## src/rtl/branch_resolver.sv

```systemverilog
// Branch resolver: in-order prediction FIFO checked against backend outcomes; emits mispredict/redirect pulses and fetch stall.
// Optional BRANCH_RESOLVE_STAT_EN adds saturating resolve/mispredict counters.
module branch_resolver #(
    parameter int BHT_DP = 4
) (
    input  logic        CLK,
    input  logic        RSTn,
    input  logic        bht_push,
    input  logic        bht_predict,
    input  logic [63:0] bht_altpc,
    input  logic        jalr_issue,
    output logic        bht_full,
    output logic        bht_empty,
    output logic        fetch_stall,
    input  logic        takenBranch_vaild_qout,
    input  logic        takenBranch_qout,
    input  logic        jalr_vaild_qout,
    input  logic [63:0] jalr_pc_qout,
    input  logic        isFlush,
    input  logic        privileged_vaild,
    input  logic [63:0] privileged_pc,
    output logic        isMisPredict,
    output logic        redirect_vaild,
    output logic [63:0] redirect_pc
`ifdef BRANCH_RESOLVE_STAT_EN
    ,
    output logic [31:0] stat_resolved,
    output logic [31:0] stat_mispredict
`endif
);
    localparam int AW = $clog2(BHT_DP);

    typedef enum logic [1:0] {RUN, JALR_WAIT, MISP_WAIT} state_t;

    state_t            state_q, state_d;
    logic [AW:0]       rd_ptr_q, rd_ptr_d, wr_ptr_q, wr_ptr_d;
    logic [BHT_DP-1:0] pred_q;
    logic [63:0]       altpc_q [BHT_DP];
    logic              misp_q, misp_d, rv_q, rv_d;
    logic [63:0]       rpc_q, rpc_d;
    logic              flush, pop_en, push_en, mispredict;
    logic              head_pred;
    logic [63:0]       head_alt;

    assign head_pred = pred_q[rd_ptr_q[AW-1:0]];
    assign head_alt  = altpc_q[rd_ptr_q[AW-1:0]];

    assign bht_empty   = (rd_ptr_q == wr_ptr_q);
    assign bht_full    = (rd_ptr_q[AW] != wr_ptr_q[AW]) && (rd_ptr_q[AW-1:0] == wr_ptr_q[AW-1:0]);
    assign fetch_stall = (state_q != RUN) | bht_full;

    assign isMisPredict   = misp_q;
    assign redirect_vaild = rv_q;
    assign redirect_pc    = rpc_q;

    // Flush outranks everything; a mispredict squashes any same-cycle push (it is wrong-path too).
    assign flush      = isFlush | privileged_vaild;
    assign pop_en     = !flush && takenBranch_vaild_qout && (state_q != MISP_WAIT) && !bht_empty;
    assign mispredict = pop_en && (takenBranch_qout != head_pred);
    assign push_en    = !flush && !mispredict && bht_push && (state_q == RUN) && !bht_full;

    always_comb begin
        state_d  = state_q;
        rd_ptr_d = rd_ptr_q;
        wr_ptr_d = wr_ptr_q;
        misp_d   = 1'b0;
        rv_d     = 1'b0;
        rpc_d    = rpc_q;
        if (flush) begin
            rd_ptr_d = '0;
            wr_ptr_d = '0;
            state_d  = RUN;
            if (privileged_vaild) begin
                rv_d  = 1'b1;
                rpc_d = privileged_pc;
            end
        end else if (mispredict) begin
            rd_ptr_d = '0;
            wr_ptr_d = '0;
            state_d  = MISP_WAIT;
            misp_d   = 1'b1;
            rv_d     = 1'b1;
            rpc_d    = head_alt;
        end else begin
            if (pop_en)  rd_ptr_d = rd_ptr_q + 1'b1;
            if (push_en) wr_ptr_d = wr_ptr_q + 1'b1;
            case (state_q)
                RUN: if (jalr_issue) state_d = JALR_WAIT;
                JALR_WAIT: if (jalr_vaild_qout) begin
                    state_d = RUN;
                    rv_d    = 1'b1;
                    rpc_d   = jalr_pc_qout;
                end
                default: state_d = state_q;
            endcase
        end
    end

    always_ff @(posedge CLK or negedge RSTn) begin
        if (!RSTn) begin
            state_q  <= RUN;
            rd_ptr_q <= '0;
            wr_ptr_q <= '0;
            misp_q   <= 1'b0;
            rv_q     <= 1'b0;
            rpc_q    <= '0;
        end else begin
            state_q  <= state_d;
            rd_ptr_q <= rd_ptr_d;
            wr_ptr_q <= wr_ptr_d;
            misp_q   <= misp_d;
            rv_q     <= rv_d;
            rpc_q    <= rpc_d;
        end
    end

    // Entry storage needs no reset: the pointers alone define which entries are live.
    always_ff @(posedge CLK) begin
        if (push_en) begin
            pred_q[wr_ptr_q[AW-1:0]]  <= bht_predict;
            altpc_q[wr_ptr_q[AW-1:0]] <= bht_altpc;
        end
    end

`ifdef BRANCH_RESOLVE_STAT_EN
    logic [31:0] res_cnt_q, mis_cnt_q;

    assign stat_resolved   = res_cnt_q;
    assign stat_mispredict = mis_cnt_q;

    always_ff @(posedge CLK or negedge RSTn) begin
        if (!RSTn) begin
            res_cnt_q <= '0;
            mis_cnt_q <= '0;
        end else begin
            if (pop_en && (res_cnt_q != 32'hFFFF_FFFF))     res_cnt_q <= res_cnt_q + 32'd1;
            if (mispredict && (mis_cnt_q != 32'hFFFF_FFFF)) mis_cnt_q <= mis_cnt_q + 32'd1;
        end
    end
`endif
endmodule

```

## config.mk

```make
export PLATFORM = sky130hd
export DESIGN_NAME = branch_resolver
export DESIGN_NICKNAME = d
export VERILOG_FILES = /design/src/rtl/branch_resolver.sv
export SDC_FILE = /design/constraint.sdc
export NUM_CORES = 1
export LEC_CHECK = 0
export ABC_AREA = 1
export BUFFER_PORTS_ARGS = -buffer_cell sky130_fd_sc_hd__buf_4
export CAP_MARGIN = 20
export CORE_ASPECT_RATIO = 2
export CORE_MARGIN = 4
export CORE_UTILIZATION = 30
export CTS_CLUSTER_DIAMETER = 40
export DETAILED_ROUTE_END_ITERATION = 10
export PLACE_DENSITY = 0.49
export RECOVER_POWER = 25
export SLEW_MARGIN = 10
export SYNTH_ARGS = -nofsm -noshare
export SYNTH_HDL_FRONTEND = slang
export SYNTH_SLANG_ARGS = --single-unit
```

## constraint.sdc

```tcl
create_clock -name CLK -period 4.77 [get_ports CLK]
set_clock_uncertainty 0.1 [all_clocks]
set_input_delay 1.1925 -clock CLK [delete_from_list [all_inputs] [get_ports CLK]]
set_output_delay 1.1925 -clock CLK [all_outputs]
set_load 0.02 [all_outputs]
```

==> flow_summary.json <==
{
  "fill_cell_total_of_the_finished_layout": 4793,
  "grt.met3_usage_pct": 3.26,
  "synthTopCellsByArea": "sky130_fd_sc_hd__edfxtp_1 54%, sky130_fd_sc_hd__dfrtp_1 13%, sky130_fd_sc_hd__nand2_1 7.1%",
  "cts_root_buffer": "sky130_fd_sc_hd__clkbuf_16",
  "period_minus_slack_ns": 3.61,
  "yosysSeqAreaShare_pct": 66.7,
  "cts.reportedPaths.clkPinSlew_ns": 0.06,
  "setup_viol": 0,
  "report.final.slew_viol_count": 28,
  "h-tree-depth": 2,
  "post-route-period-util_pct": 75.6,
  "fin_ws_ns": 1.16,
  "synthCells": 1405,
  "globalRouteMet2Util_pct": 31.2,
  "post_synth_instance_area_sq_um": 14500,
  "grt_max_degree": 78,
  "avgViaCountPerCell": 4.64,
  "final_layout_size_suffix_gt1_share_pct": 19.5,
  "ctsLongestPathBuffers": 3,
  "cellLeakagePower_uw": 0.00742,
  "critical_path_peak_fanout": 33,
  "drt_pre_antenna_iters": 5,
  "post_synthesis_cell_type_count": 25,
  "source_to_sink_clock_delay_at_the_later_pin_of_the_worst_skew_pair_ns": 0.53,
  "critical_path_buf_inv_count": 2,
  "post_cts_hold_buffer_count": 0,
  "cts_resized": 0,
  "antenna_found_initial": 7,
  "grt_first_pass_wirelength_mm": 68.0,
  "core_ar_sq_um": 47600,
  "power_switching_share_pct": 24.2,
  "dpl_worst_slack_ns": 0.670,
  "failed_checks": "max-capacitance violations, max-slew violations",
  "timing.critical_path.to_type": "primary output",
  "p_per_area_nw_per_um2": 380,
  "final_net_count": 1861,
  "timing.slew.headroom_pct": -24.5,
  "syn_area_per_cell_sq_um": 10.3,
  "globalRoute.totalOverflow": 0,
  "synth_top_area_share_pct": 53.9,
  "holdWs_ns": 0.385,
  "share_comb_of_total_power_pct": 9.4,
  "synth_largest_area_cell": "sky130_fd_sc_hd__edfxtp_1",
  "critical_path_data_required_time_ns": 3.48,
  "cts_tree": "yes",
  "die_w_um": 163,
  "area_growth_syn_to_layout_pct": 26.4,
  "design.portCount": 271,
  "groute.layer.met1.usage_pct": 20.3,
  "worst_ep_arrival_time_ns": 2.32,
  "crit_chain": "inv_2 -> nand2_1 -> nand2_1 -> nand4_1 -> nand2_1 -> buf_4",
  "gp_congestion": 0.768,
  "rows": 113,
  "all_layer_global_routing_usage_pct": 17.1,
  "fmax_ghz": 0.277,
  "finalHoldViolations": 0,
  "synth_warnings": 0,
  "die_height_um": 319,
  "seq_power_share_pct": 47.2,
  "vias_in_the_first_global_route": 11200,
  "antenna_left": 0,
  "gr-max-usage-layer": "met2",
  "grt_setup_unrepaired": "false",
  "path_class": "reg2out",
  "p_clk_share_pct": 43.4,
  "total_die_area_sq_um": 52100,
  "cts_inserted_buffers": 40,
  "setup.worst_path.start_class": "flop",
  "start_util_pct": 30.4,
  "synth_seq_cells": 334,
  "critical_path.top_delay_family": "flip-flops",
  "detail_route.iter0.violations": 570,
  "place.detailed.hpwl_mm": 30.4,
  "critical-path-max-stage-delay_ns": 0.81,
  "total_power_uw": 6950,
  "max_cap_viol_count": 1,
  "wl_mm": 45.4,
  "remaining_drc_errors": 0,
  "internal-power_uw": 5270,
  "detailroute.via_count": 10800,
  "timing.critical_path.mode_cell": "sky130_fd_sc_hd__nand2_1",
  "status": "complete, but fails checks",
  "routedWlPerCell_um": 19.6,
  "syn_nets": 1612,
  "finalCoreUtilization_pct": 38.4,
  "port-buffer-count": 270,
  "max_slew.worst_pin.slew_ns": 1.87,
  "power.ir.vdd_worst_v": 0.000224,
  "crit_slowest_cell": "sky130_fd_sc_hd__dfrtp_2",
  "post_cts_repair_setup_buffers": 0,
  "tritoncts_sinks": 334,
  "worstHoldPathType": "reg2reg",
  "p_sw_uw": 1680
}
[power by group through the flow]
stage,sequential [uW],clock [uW],combinational [uW]
3_5_place_dp,3340,0,682
5_1_grt,3290,3210,720
4_1_cts,3280,3100,684
2_1_floorplan,3420,0,219
3_3_place_gp,3340,0,674
6_report,3280,3020,652
[layout make-up]
cell class	instances	area (sq um)	area share (%)
Tap cell	632	791	4.32
Inverter	107	404	2.21
Clock buffer	52	1090	5.94
Timing Repair Buffer	292	2040	11.1
Sequential cell	334	9660	52.8
Clock inverter	20	219	1.20
Multi-Input combinational cell	879	4090	22.3
Antenna cell	5	12.5	0.0683
[synthesized netlist by cell type]
| master | n |
|---|---|
| sky130_fd_sc_hd__a21boi_0 | 19 |
| sky130_fd_sc_hd__a21oi_1 | 46 |
| sky130_fd_sc_hd__buf_1 | 7 |
| sky130_fd_sc_hd__buf_2 | 9 |
| sky130_fd_sc_hd__buf_4 | 8 |
| sky130_fd_sc_hd__buf_6 | 2 |
| sky130_fd_sc_hd__clkbuf_1 | 59 |
| sky130_fd_sc_hd__dfrtp_1 | 74 |
| sky130_fd_sc_hd__edfxtp_1 | 260 |
| sky130_fd_sc_hd__ha_1 | 5 |
| sky130_fd_sc_hd__inv_1 | 105 |
| sky130_fd_sc_hd__inv_2 | 2 |
| sky130_fd_sc_hd__nand2_1 | 274 |
| sky130_fd_sc_hd__nand2_2 | 2 |
| sky130_fd_sc_hd__nand2_4 | 1 |
| sky130_fd_sc_hd__nand3_1 | 10 |
| sky130_fd_sc_hd__nand3_2 | 3 |
| sky130_fd_sc_hd__nand4_1 | 1 |
| sky130_fd_sc_hd__nor2_1 | 271 |
| sky130_fd_sc_hd__nor2_4 | 3 |
| sky130_fd_sc_hd__nor3b_1 | 1 |
| sky130_fd_sc_hd__o21ai_0 | 132 |
| sky130_fd_sc_hd__o21bai_1 | 45 |
| sky130_fd_sc_hd__o22ai_1 | 65 |
| sky130_fd_sc_hd__xnor2_1 | 1 |
[kinds of logic after synthesis]
group                      share of synthesized area (%)
buffers and inverters                               5.37
DFF                                                 66.7
xor gates and xnor gates                          0.0605
and+or+nand+nor                                     15.2
adders and majority gates                          0.432
AOI/OAI and AO/OA                                   12.3
[registers in the layout, summed over array words and instances (netlist names)]
register / cells
redirect_pc: 64
pred_q: 4
wr_ptr_q: 3
isMisPredict: 1
rd_ptr_q: 3
altpc_q: 256
redirect_vaild: 1
state_q: 2
[layout by cell type (no fill, tap or decap), types with 2 or more instances in the layout]
cell / netlist / final
sky130_fd_sc_hd__bufinv_16: 0 / 2
sky130_fd_sc_hd__diode_2: 0 / 5
sky130_fd_sc_hd__nand2_2: 2 / 2
sky130_fd_sc_hd__nand3_1: 10 / 10
sky130_fd_sc_hd__clkbuf_16: 0 / 41
sky130_fd_sc_hd__o21ai_0: 132 / 132
sky130_fd_sc_hd__clkbuf_1: 59 / 55
sky130_fd_sc_hd__inv_1: 105 / 104
sky130_fd_sc_hd__a21boi_0: 19 / 19
sky130_fd_sc_hd__a21oi_1: 46 / 46
sky130_fd_sc_hd__inv_2: 2 / 2
sky130_fd_sc_hd__nor2_1: 271 / 266
sky130_fd_sc_hd__dfrtp_1: 74 / 72
sky130_fd_sc_hd__nand2_1: 274 / 273
sky130_fd_sc_hd__nand3_2: 3 / 3
sky130_fd_sc_hd__nor2_4: 3 / 8
sky130_fd_sc_hd__edfxtp_1: 260 / 260
sky130_fd_sc_hd__nand2_4: 1 / 2
sky130_fd_sc_hd__inv_8: 0 / 5
sky130_fd_sc_hd__o22ai_1: 65 / 65
sky130_fd_sc_hd__clkinv_2: 0 / 5
sky130_fd_sc_hd__ha_1: 5 / 5
sky130_fd_sc_hd__o21bai_1: 45 / 45
sky130_fd_sc_hd__clkbuf_8: 0 / 2
sky130_fd_sc_hd__inv_6: 0 / 6
sky130_fd_sc_hd__buf_4: 8 / 245
[tightest hold or removal path, stage by stage, from the launching register on]
cell and delay [ns]:
sky130_fd_sc_hd__dfrtp_1 0.35, sky130_fd_sc_hd__nand2_1 0.05, sky130_fd_sc_hd__nand2_1 0.05
[through the flow]
step / TNS [ns] / cell area [sq um] / cells
final: 0 / 18300 / 2321
after global routing: 0 / 18300 / 2319
after CTS: 0 / 18500 / 2316
after detailed placement: 0 / 17200 / 2244
after global placement: 0 / 17100 / 2243
after floorplan: -109.99 / 14500 / 1405
[layer usage]
layer  wire, um  share of wire, %  up-vias
met4        993               2.2        4
met2      23900                53      300
met3       2410               5.3       49
li1           -                 -     5234
met5         34             0.075        -
met1      18100                40     5181
[path summary, 6_finish.rpt]
check / from / end / slack, ns / cells past startpoint
hold / removal: redirect_pc[9]$_DFFE_PN0P_ / redirect_pc[9]$_DFFE_PN0P_ / 0.39 / 2
setup / recovery: rd_ptr_q[1]$_DFFE_PN0P_ / fetch_stall / 1.16 / 6
setup reg to reg: rd_ptr_q[1]$_DFFE_PN0P_ / redirect_pc[52]$_DFFE_PN0P_ / 1.46 / 12
hold reg to reg: redirect_pc[9]$_DFFE_PN0P_ / redirect_pc[9]$_DFFE_PN0P_ / 0.39 / 2
max in group asynchronous: RSTn / redirect_pc[51]$_DFFE_PN0P_ / 2.41 / 1
min in group asynchronous: RSTn / redirect_pc[36]$_DFFE_PN0P_ / 1.07 / 1
Power figures use the tool's default switching activity.
